`src/rtl/tone_gen_multi.sv`:
```
// Multi-channel square-wave tone generator with a nibble-wide write bus.
// Each channel has a shadow/active period pair and a PWM volume.

module tone_gen_ch #(
    parameter int DIV_W = 12,
    parameter int VOL_W = 4
) (
    input  logic             clk,
    input  logic             rst_n,
    input  logic             run,
    input  logic             tick,
    input  logic             wr_en,
    input  logic [1:0]       k,
    input  logic [3:0]       d,
    input  logic [VOL_W-1:0] pwm,
    output logic             sout
);
    localparam int NIB = DIV_W / 4;
    localparam int SH  = (NIB > 1) ? NIB - 1 : 1;

    logic [SH-1:0][3:0] shadow;
    logic [DIV_W-1:0]   period, cnt, commit_val;
    logic [VOL_W-1:0]   vol;
    logic               phase;

    // Writing the top nibble assembles the whole period in one step.
    always_comb begin
        commit_val = '0;
        for (int i = 0; i < NIB - 1; i++) commit_val[i*4 +: 4] = shadow[i];
        commit_val[DIV_W-1 -: 4] = d;
    end

    always_ff @(posedge clk or negedge rst_n) begin
        if (!rst_n) begin
            shadow <= '0;
            period <= '0;
        end else if (wr_en) begin
            for (int i = 0; i < NIB - 1; i++)
                if (k == 2'(i)) shadow[i] <= d;
            if (k == 2'(NIB - 1)) period <= commit_val;
        end
    end

    generate
        if (NIB < 4) begin : g_vol
            always_ff @(posedge clk or negedge rst_n) begin
                if (!rst_n)                   vol <= '0;
                else if (wr_en && k == 2'd3)  vol <= d[VOL_W-1:0];
            end
        end else begin : g_novol
            assign vol = '1;
        end
    endgenerate

    always_ff @(posedge clk or negedge rst_n) begin
        if (!rst_n) begin
            cnt   <= '0;
            phase <= 1'b0;
            sout  <= 1'b0;
        end else begin
            if (tick) begin
                if (period == '0) begin
                    cnt   <= '0;
                    phase <= 1'b0;
                end else if (cnt >= period) begin
                    cnt   <= '0;
                    phase <= ~phase;
                end else begin
                    cnt <= cnt + 1'b1;
                end
            end
            sout <= run & phase & (pwm < vol);
        end
    end
endmodule

module tone_gen_multi #(
    parameter int CHANNELS  = 2,
    parameter int DIV_W     = 12,
    parameter int VOL_W     = 4,
    parameter int PRESCALE  = 16,
    parameter int RST_DELAY = 5
) (
    input  logic                CLK,
    input  logic                RST,
    input  logic                WR,
    input  logic                A0,
    input  logic [3:0]          D,
    output logic [CHANNELS-1:0] SOUT,
    output logic                RDY
);
    localparam int PW = (PRESCALE > 1) ? $clog2(PRESCALE) : 1;
    localparam int DW = $clog2(RST_DELAY + 1);

    logic [DW-1:0]    dly;
    logic [PW-1:0]    pre;
    logic [VOL_W-1:0] pwm;
    logic [3:0]       ptr;
    logic             wr_q, tick, we;

    assign tick = RDY && (pre == PW'(PRESCALE - 1));
    assign we   = WR && !wr_q && RDY;

    always_ff @(posedge CLK or negedge RST) begin
        if (!RST) begin
            dly  <= '0;
            RDY  <= 1'b0;
            pre  <= '0;
            pwm  <= '0;
            ptr  <= '0;
            wr_q <= 1'b0;
        end else begin
            wr_q <= WR;
            if (!RDY) begin
                dly <= dly + 1'b1;
                if (dly == DW'(RST_DELAY - 1)) RDY <= 1'b1;
            end else begin
                pre <= tick ? '0 : pre + 1'b1;
                pwm <= pwm + 1'b1;
            end
            // Data writes auto-increment so a full channel loads in one burst.
            if (we) ptr <= A0 ? D : ptr + 1'b1;
        end
    end

    for (genvar c = 0; c < CHANNELS; c++) begin : g_ch
        tone_gen_ch #(.DIV_W(DIV_W), .VOL_W(VOL_W)) u_ch (
            .clk   (CLK),
            .rst_n (RST),
            .run   (RDY),
            .tick  (tick),
            .wr_en (we && !A0 && (ptr[3:2] == 2'(c))),
            .k     (ptr[1:0]),
            .d     (D),
            .pwm   (pwm),
            .sout  (SOUT[c])
        );
    end
endmodule

```
`config.mk`:
```
export PLATFORM = sky130hd
export DESIGN_NAME = tone_gen_multi
export DESIGN_NICKNAME = d
export VERILOG_FILES = /design/src/rtl/tone_gen_multi.sv
export SDC_FILE = /design/constraint.sdc
export NUM_CORES = 1
export LEC_CHECK = 0
export CAP_MARGIN = 20
export CORE_MARGIN = 5
export CORE_UTILIZATION = 30
export DETAILED_ROUTE_END_ITERATION = 12
export PLACE_DENSITY = 0.48
export SYNTH_ARGS = -nofsm -noshare
export SYNTH_HDL_FRONTEND = slang
export SYNTH_SLANG_ARGS = --single-unit
```
`constraint.sdc`:
```
create_clock -name CLK -period 2.2 [get_ports CLK]
set_input_delay 0.55 -clock CLK [delete_from_list [all_inputs] [get_ports CLK]]
set_output_delay 0.55 -clock CLK [all_outputs]
set_load 0.05 [all_outputs]
```
==> qor.yml <==
io_pins: 11
detailedRoute.firstPassIterationCount: 4
path_class: "register to register"
syn_to_final_growth_pct: 19.0
core_sq_um: 15900
design_area_sq_um: 5770
routed-via-count: 3280
cts-hold-fix-buffers: 0
status: "finished, final reports clean"
hold_class: "input pin to async pin"
rrSetupSlack_ns: 0.05
required_ns: 2.45
synth_warnings: 0
arrival_ns: 2.40
grt_pass1_wl_um: 16800
grt_pass1_vias: 3263
antenna_found_initial: 0
cts-root-buf: "clkbuf_16"
fin_crit_ns: 2.15
syn-cell-area_sq_um: 4850
cpMaxStageDelayCell: "a311oi_4"
worst-slew-pin-transition_ns: 0.555
cp_max_fo: 8
cts_buffer_depth: 2
dp_hpwl_um: 6950
wl_per_cell_um: 14.0
setup.worst_path.end_class: "register"
ys_ff_latch: 93
die_height_um: 137
cpPeakStageDelay_ns: 0.36
ys_seq_area_frac: 0.480
globalplace.congestion: 0.770
cts_tree: "yes"
fmax_mhz: 465
htree_levels: 3
synth_ff_type: "dfrtp_1"
rsz0062_at_grt: "true"
cts.sinks: 93
setup_viol: 0
maxSlewHeadroom: 0.630
dpl_cell_area_sq_um: 5410
clk_latency_ns: 0.34
fin_skew_ns: 0.00829
cp_cell_sequence: "inv_1 > ha_1 > nand2b_4 > a2111oi_4 > o31ai_4 > a311oi_4 > nand2_4 > o311ai_4"
fill_cells: 1601
nets: 521
drt_iter0_markers: 135
drv_slew: 0
via_per_inst: 4.73
wl_um: 9710
cts_buffers: 9
finalHoldViolCount: 0
drc: 0
synth-async-reset-ratio: 1.00
worst_setup_path_start_kind: "register"
p_leak_nw: 2.65
powerDensity_nw_per_um2: 789
synth_edf_count: 0
fp-row-count: 46
portBuffers: 10
synth_cells: 436
drive_gt1_frac: 0.235
final_antenna_net_count: 0
avgSynthCellArea_sq_um: 11.1
syn-num-nets: 484
grt_overflow: 0
grt_max_degree: 94
synth_cell_types: 47
irDropWorstVdd_v: 0.000354
grt_usage: 0.115
fin_crit_sh: 0.977
diodes: 0
clk_pin_slew_worst_paths_ns: 0.07
maxCapViolCount: 0
finalSetupTns_ns: 0
dieArea_sq_um: 18800
die_x_um: 137
start_util: 0.305
[cell usage after synthesis, types with 4 or more instances]
cell / instances / area share
dfrtp_1: 93 / 0.48
mux2_2: 53 / 0.12
ha_1: 40 / 0.10
inv_1: 36 / 0.028
nand2_1: 36 / 0.028
nor2_1: 23 / 0.018
o21ai_0: 22 / 0.023
a21oi_1: 16 / 0.017
nand3_1: 16 / 0.017
xor2_1: 9 / 0.016
and3_1: 7 / 0.0090
nand4_1: 7 / 0.0090
nor4_1: 7 / 0.0090
nor3_1: 6 / 0.0062
xnor2_1: 6 / 0.011
clkbuf_1: 5 / 0.0039
nand2b_1: 5 / 0.0065
nor2b_1: 4 / 0.0052
[state kept, by name, summed over array words and instances, names as in the netlist]
register and cells:
g_ch.u_ch.phase 2, RDY 1, ptr 4, pwm 4
g_ch.u_ch.commit_val 16, g_ch.u_ch.period 24, g_ch.u_ch.vol 8, g_ch.u_ch.sout 2
dly 3, wr_q 1, g_ch.u_ch.cnt 24, pre 4
[kinds of logic (layout without fill, tap and decap cells)]
family | after synthesis | count (layout) | synth area share
DFF | 93 | 93 | 0.480
xor gates and xnor gates | 15 | 15 | 0.0271
buffers and inverters | 47 | 88 | 0.0385
AOI/OAI and AO/OA | 63 | 63 | 0.0940
muxes | 54 | 54 | 0.125
and+or+nand+nor | 124 | 124 | 0.132
adders and majority gates | 40 | 40 | 0.103
[per-stage QoR]
stage          setup WS, ns  power, mW   util  hold WS [ns]  instances
4_1_cts             0.00984       4.59  0.359         0.270        691
6_report             0.0503       4.55  0.363         0.208        693
2_1_floorplan        0.0192       2.63      -         0.254        436
3_3_place_gp        -0.0197       2.95  0.341         0.460        676
3_5_place_dp        -0.0642       2.97  0.341         0.466        676
5_1_grt             -0.0910       4.82  0.363         0.293        693
[area by class of cell]
type                            instances  area [sq um]  area share
Clock buffer                           10           239      0.0414
Clock inverter                          5          60.1      0.0104
Inverter                               36           135      0.0234
Multi-Input combinational cell        296          2370       0.411
Sequential cell                        93          2330       0.404
Tap cell                              216           270      0.0469
Timing Repair Buffer                   37           364      0.0631
[layer usage]
metal,global-route usage,vias up,share of wire
li1,-,1623,-
met1,0.155,1623,0.49
met2,0.182,21,0.48
met3,0.0188,13,0.014
met4,0.0499,0,0.020
met5,0,-,0
[worst max-delay path, delay by kind of cell (launching register included)]
kind                       cells  cell delay (ns)
adders and majority gates      1             0.28
and+or+nand+nor                2             0.31
AOI/OAI and AO/OA              4             1.07
buffers and inverters          1             0.05
DFF                            1             0.35
[final timing paths]
check | from | endpoint | cells past startpoint
min in group CLK | dly[2]$_DFFE_PN0N_ | dly[2]$_DFFE_PN0N_ | 1
setup reg to reg | g_ch[0].u_ch.cnt[0]$_DFFE_PN0P_ | g_ch[0].u_ch.cnt[7]$_DFFE_PN0P_ | 8
max in group asynchronous | RST | g_ch[0].u_ch.vol[1]$_DFFE_PN0P_ | 2
hold reg to reg | dly[2]$_DFFE_PN0N_ | dly[2]$_DFFE_PN0N_ | 1
setup / recovery | g_ch[0].u_ch.cnt[0]$_DFFE_PN0P_ | g_ch[0].u_ch.cnt[7]$_DFFE_PN0P_ | 8
hold / removal | RST | g_ch[0].u_ch.cnt[7]$_DFFE_PN0P_ | 2
[repair_timing]
item / CTS / global route
resized for setup: 0 / 9
setup buffers: 0 / 2
endpoints found under the setup margin: 0 / 10
endpoints found under the hold margin: 0 / 0
[report_power, final]
group | switching (mW) | internal, mW | leakage (nW)
clock | 0.672 | 0.910 | 0.145
sequential | 0.131 | 1.90 | 1.24
combinational | 0.453 | 0.485 | 1.27
[cells in the final DEF (no fill, tap or decap), drive strengths merged, types with 2 or more instances in the layout]
| master | instances |
|---|---|
| a21oi | 16 |
| o22ai | 3 |
| clkbuf | 10 |
| nand2b | 6 |
| mux2 | 53 |
| buf | 29 |
| clkinv | 2 |
| inv | 37 |
| a211o | 2 |
| o311ai | 2 |
| and4 | 3 |
| and4b | 2 |
| nor2b | 4 |
| a21o | 3 |
| dfrtp | 93 |
| ha | 40 |
| nor4 | 7 |
| xor2 | 9 |
| and3 | 7 |
| nand3 | 16 |
| a211oi | 2 |
| clkdlybuf4s50 | 8 |
| o2bb2ai | 3 |
| nand4 | 7 |
| nor2 | 23 |
| o21ai | 22 |
| or3 | 3 |
| nand2 | 37 |
| nor3 | 6 |
| xnor2 | 6 |
Note: power is estimated with default switching activity, not from simulation.
